**src/rtl/vram_write_sched.sv**
```systemverilog
// vram_write_sched: arbitrates CPU byte writes and region fills into one registered VRAM write port
module vram_write_sched #(
  parameter int ADDR_WIDTH = 12,
  parameter int VRAM_SIZE  = 2304
) (
  input  logic                  clk,
  input  logic                  rst,
  input  logic                  writable,
  input  logic                  cpu_valid,
  output logic                  cpu_ready,
  input  logic [ADDR_WIDTH-1:0] cpu_addr,
  input  logic [7:0]            cpu_data,
  input  logic                  fill_start,
  input  logic [ADDR_WIDTH-1:0] fill_base,
  input  logic [ADDR_WIDTH:0]   fill_len,
  input  logic [7:0]            fill_value,
  output logic                  fill_busy,
  output logic                  fill_done,
  output logic                  fill_err,
  output logic [ADDR_WIDTH-1:0] vram_addr,
  output logic [7:0]            vram_data,
  output logic                  vram_we
);
  localparam logic [ADDR_WIDTH:0]   SIZE = (ADDR_WIDTH+1)'(VRAM_SIZE);
  localparam logic [ADDR_WIDTH-1:0] LAST = ADDR_WIDTH'(VRAM_SIZE - 1);
  localparam logic [ADDR_WIDTH:0]   ONE  = (ADDR_WIDTH+1)'(1);
  typedef enum logic {IDLE, FILL} state_t;
  state_t                state;
  logic [ADDR_WIDTH-1:0] cursor;
  logic [ADDR_WIDTH:0]   remaining;
  logic [7:0]            value;
  logic                  hs;
  logic                  cpu_wr;
  logic                  fill_wr;
  // A handshake always consumes the write slot, even when its address is out of range and the byte is dropped
  assign cpu_ready = writable;
  assign hs        = cpu_valid && writable;
  assign cpu_wr    = hs && ({1'b0, cpu_addr} < SIZE);
  assign fill_wr   = (state == FILL) && writable && !hs;
  assign fill_busy = state == FILL;
  // Issue at most one registered write per cycle and run the fill FSM
  always_ff @(posedge clk or posedge rst) begin
    if (rst) begin
      state     <= IDLE;
      cursor    <= '0;
      remaining <= '0;
      value     <= '0;
      vram_we   <= 1'b0;
      vram_addr <= '0;
      vram_data <= '0;
      fill_done <= 1'b0;
      fill_err  <= 1'b0;
    end else begin
      vram_we   <= 1'b0;
      fill_done <= 1'b0;
      fill_err  <= 1'b0;
      if (cpu_wr) begin
        vram_we   <= 1'b1;
        vram_addr <= cpu_addr;
        vram_data <= cpu_data;
      end else if (fill_wr) begin
        vram_we   <= 1'b1;
        vram_addr <= cursor;
        vram_data <= value;
        cursor    <= (cursor == LAST) ? '0 : cursor + 1'b1;
        remaining <= remaining - ONE;
        if (remaining == ONE) begin
          state     <= IDLE;
          fill_done <= 1'b1;
        end
      end
      if (state == IDLE && fill_start) begin
        if ({1'b0, fill_base} >= SIZE)
          fill_err <= 1'b1;
        else if (fill_len == '0)
          fill_done <= 1'b1;
        else begin
          state     <= FILL;
          cursor    <= fill_base;
          remaining <= (fill_len > SIZE) ? SIZE : fill_len;
          value     <= fill_value;
        end
      end
    end
  end
endmodule

```
**config.mk**
```make
export PLATFORM = sky130hd
export DESIGN_NAME = vram_write_sched
export DESIGN_NICKNAME = d
export VERILOG_FILES = /design/src/rtl/vram_write_sched.sv
export SDC_FILE = /design/constraint.sdc
export NUM_CORES = 1
export LEC_CHECK = 0
export CAP_MARGIN = 20
export CORE_ASPECT_RATIO = 0.9
export CORE_MARGIN = 1
export CORE_UTILIZATION = 35
export CTS_BUF_LIST = sky130_fd_sc_hd__clkbuf_8
export CTS_CLUSTER_DIAMETER = 50
export CTS_CLUSTER_SIZE = 24
export DETAILED_ROUTE_END_ITERATION = 6
export PLACE_DENSITY = 0.69
export SLEW_MARGIN = 0
export SYNTH_ARGS = -nofsm -noshare
export SYNTH_HDL_FRONTEND = slang
export SYNTH_SLANG_ARGS = --single-unit
```
**constraint.sdc**
```tcl
create_clock -name clk -period 3.23 [get_ports clk]
set_clock_uncertainty 0.2 [all_clocks]
set_input_delay 0.646 -clock clk [delete_from_list [all_inputs] [get_ports clk]]
set_output_delay 0.646 -clock clk [all_outputs]
set_load 0.02 [all_outputs]
```
==> results.json <==
{
  "ir_drop_v": 0.000303,
  "syn_inst": 271,
  "rsz0062_at_grt": "false",
  "synth_xor_area_frac": 0.0506,
  "yosysTopAreaCellShare": 0.485,
  "arrival_ns": 2.72,
  "yosysUniqueCellTypes": 55,
  "place_inst": 448,
  "rows": 31,
  "clkPwrFrac": 0.243,
  "grt_max_degree": 35,
  "place_congestion": 0.809,
  "first_iter_violations": 96,
  "setup_tns_ns": 0,
  "switching_share": 0.335,
  "cts_root_buf": "clkbuf_8",
  "drt-pass1-iter-count": 4,
  "cts_resized": 0,
  "rr_worst_depth": 4,
  "synthAdderAreaFrac": 0.0128,
  "drc": 0,
  "fmax_ghz": 0.368,
  "die_w_um": 98.6,
  "min_period_ns": 2.72,
  "area_delta_synth_final_pct": 40.5,
  "worstPathRequired_ns": 3.24,
  "power_frac_comb": 0.345,
  "port_buffers": 82,
  "r2r_end": "remaining[12]$_DFF_PP0_",
  "fin_crit_sh": 0.841,
  "cp-endpoint": "remaining[7]$_DFF_PP0_",
  "total_power_uw": 3110,
  "syn_area_sq_mm": 0.00294,
  "postCtsSetupBuffers": 0,
  "reg2reg_slack_ns": 0.91,
  "multiInputGateArea_sq_mm": 0.00138,
  "initial_core_util": 0.363,
  "grt_pass1_wl_um": 12600,
  "stdcell_count": 464,
  "grt_pass1_vias": 2541,
  "synth_top_family_by_area": "simple AND/OR/NAND/NOR gates",
  "cap_violations": 0,
  "p_int_uw": 2070,
  "crit_type": "input port to register",
  "drive_above_1_share": 0.129,
  "postCtsHoldBufs": 0,
  "die_h_um": 89.0,
  "dp_hpwl_um": 5510,
  "power_switching_uw": 1040,
  "regArea_sq_mm": 0.00143,
  "critPathMaxFanout": 9,
  "wire_per_inst_um": 16.4,
  "min_path_type": "register to register",
  "syn_nets": 332,
  "die_area_sq_mm": 0.00877,
  "max-slew-margin-rel": 0.646,
  "ioPinCount": 83,
  "worst_pin_slew_ns": 0.524,
  "cp-start-kind": "input port",
  "cts_tree": "done",
  "syn_avg_cell_area_sq_um": 10.8,
  "ys_warn_count": 0,
  "synth.area.top_cells": "dfrtp_1 49%, a221o_1 3.7%, mux2_2 3.4%",
  "synthFlopType": "dfrtp_1",
  "startpoint": "fill_len[4]",
  "diodes": 0,
  "insertion_delay_ns": 0.34,
  "n_fill_cell": 754,
  "hold_ws_ns": 0.276,
  "synth_top_area_cell": "dfrtp_1",
  "r2r_start": "remaining[7]$_DFF_PP0_",
  "synth-simple-area-share": 0.177,
  "cts-buffers-inserted": 9,
  "static-leakage-power_uw": 0.00174,
  "setup_viol": 0,
  "vias": 2506,
  "synthArstFlopShare": 1.00,
  "ant_nets": 0,
  "p_seq_frac": 0.412,
  "grt.overflow.total": 0,
  "nets": 421,
  "core_sq_mm": 0.00811,
  "synth_edf_count": 0,
  "drt_wl_total_um": 7590,
  "clockBufferDepth": 2,
  "synth_compound_area_frac": 0.177,
  "hold_viol": 0,
  "synth-seq-cells": 57,
  "cellPowerDensity_mw_per_mm2": 754,
  "htree_levels": 3,
  "grt_usage": 0.188,
  "critPathCaptureType": "register",
  "outcome": "finished, final reports clean",
  "path_clk_slew_ns": 0.06,
  "avgViaCountPerCell": 5.40,
  "yosysSeqAreaShare": 0.485,
  "cts.sinks": 57,
  "yosys-mux-area-fraction": 0.0515,
  "antenna_found_initial": 0,
  "final_max_slew_viol_count": 0
}
worst min-delay path by stage:
stage,startpoint,to,slack [ns],depth (start not counted)
6_report,vram_data[5]$_DFFE_PP0P_,vram_data[5]$_DFFE_PP0P_,0.28,1
5_1_grt,vram_data[1]$_DFFE_PP0P_,vram_data[1]$_DFFE_PP0P_,0.31,1
4_1_cts,vram_data[5]$_DFFE_PP0P_,vram_data[5]$_DFFE_PP0P_,0.28,1
3_5_place_dp,vram_data[5]$_DFFE_PP0P_,vram_data[5]$_DFFE_PP0P_,0.27,1
3_3_place_gp,vram_data[0]$_DFFE_PP0P_,vram_data[0]$_DFFE_PP0P_,0.26,1
2_1_floorplan,value[0]$_DFFE_PP0P_,value[0]$_DFFE_PP0P_,0.28,1
through the flow:
step / setup slack [ns] / utilization / cell area (sq um)
after floorplan: 0.578 / - / 2940
after global placement: 0.208 / 0.481 / 3900
after detailed placement: 0.178 / 0.481 / 3900
after CTS: 0.537 / 0.510 / 4130
after global routing: 0.466 / 0.510 / 4130
final: 0.513 / 0.510 / 4130
layout by cell type (no fill, tap or decap), types with 2 or more instances in the layout:
master,instances
clkdlybuf4s50_1,82
dfrtp_1,57
inv_1,13
a22o_1,11
a221o_1,11
xnor2_1,11
nand3_1,11
clkbuf_8,11
buf_4,11
a21o_1,10
mux2_2,9
nor2_1,9
o21ai_0,9
and2_1,9
nor3_1,8
o22ai_1,7
nand4_1,6
xor2_1,6
a21oi_1,6
nor4_1,5
nand2_1,5
or3_1,4
o31ai_1,3
or4_4,3
or4_1,3
and3_1,3
ha_1,3
nand2b_1,2
nand4b_1,2
nor4b_1,2
mux2i_1,2
o2bb2ai_1,2
mux2_4,2
a22oi_1,2
a211oi_1,2
bufinv_16,2
clkinv_2,2
power by group through the flow:
stage / logic [uW] / clock network, uW / registers [uW]
after floorplan: 568 / 0 / 1330
after global placement: 1050 / 0 / 1270
after detailed placement: 1070 / 0 / 1290
after CTS: 1080 / 777 / 1280
after global routing: 1170 / 818 / 1330
final: 1070 / 757 / 1280
layer usage:
| layer | vias to the layer above | share of wire | global-route usage |
|---|---|---|---|
| met2 | 66 | 0.49 | 0.331 |
| met3 | 5 | 0.056 | 0.0625 |
| li1 | 1198 | - | - |
| met4 | 0 | 0.0063 | 0.0448 |
| met1 | 1237 | 0.45 | 0.227 |
| met5 | - | 0 | 0 |
registers in the layout, summed over array words and instances (netlist names):
signal	count
cursor	12
fill_done	1
fill_err	1
vram_addr	12
fill_busy	1
value	8
vram_data	8
remaining	13
vram_we	1
final cells by class:
cell class,count,share of cell area
clock inverter,5,0.0188
multi-input combinational,184,0.333
inverter,14,0.0127
tap,99,0.0300
sequential,57,0.345
clock buffer,11,0.0366
timing repair buffer,94,0.224
worst max-delay path, cell delays in order:
cell and delay (ns):
clkdlybuf4s50_1 0.41, or4_4 0.58, or4_4 0.62, nand4_1 0.33, o22ai_1 0.13
cell usage after synthesis (all sizes together), types with 3 or more instances:
cell type   n
a21oi       6
or3         4
dfrtp      57
o21ai       9
nand2       6
and2        9
nand3      11
xor2        6
ha          3
nor2       10
and3        3
nor4        6
a22o       11
or4         6
o22ai       7
o31ai       3
buf         5
clkbuf     11
nor3        8
mux2       11
nand4       6
xnor2      11
a221o      11
inv        14
a21o       10
logic make-up after synthesis:
logic type | Yosys count
flops | 57
xor+xnor | 17
compound gates | 69
fa+ha+maj | 3
buf+inv | 30
simple gates | 82
mux | 13
Power figures use the tool's default switching activity.
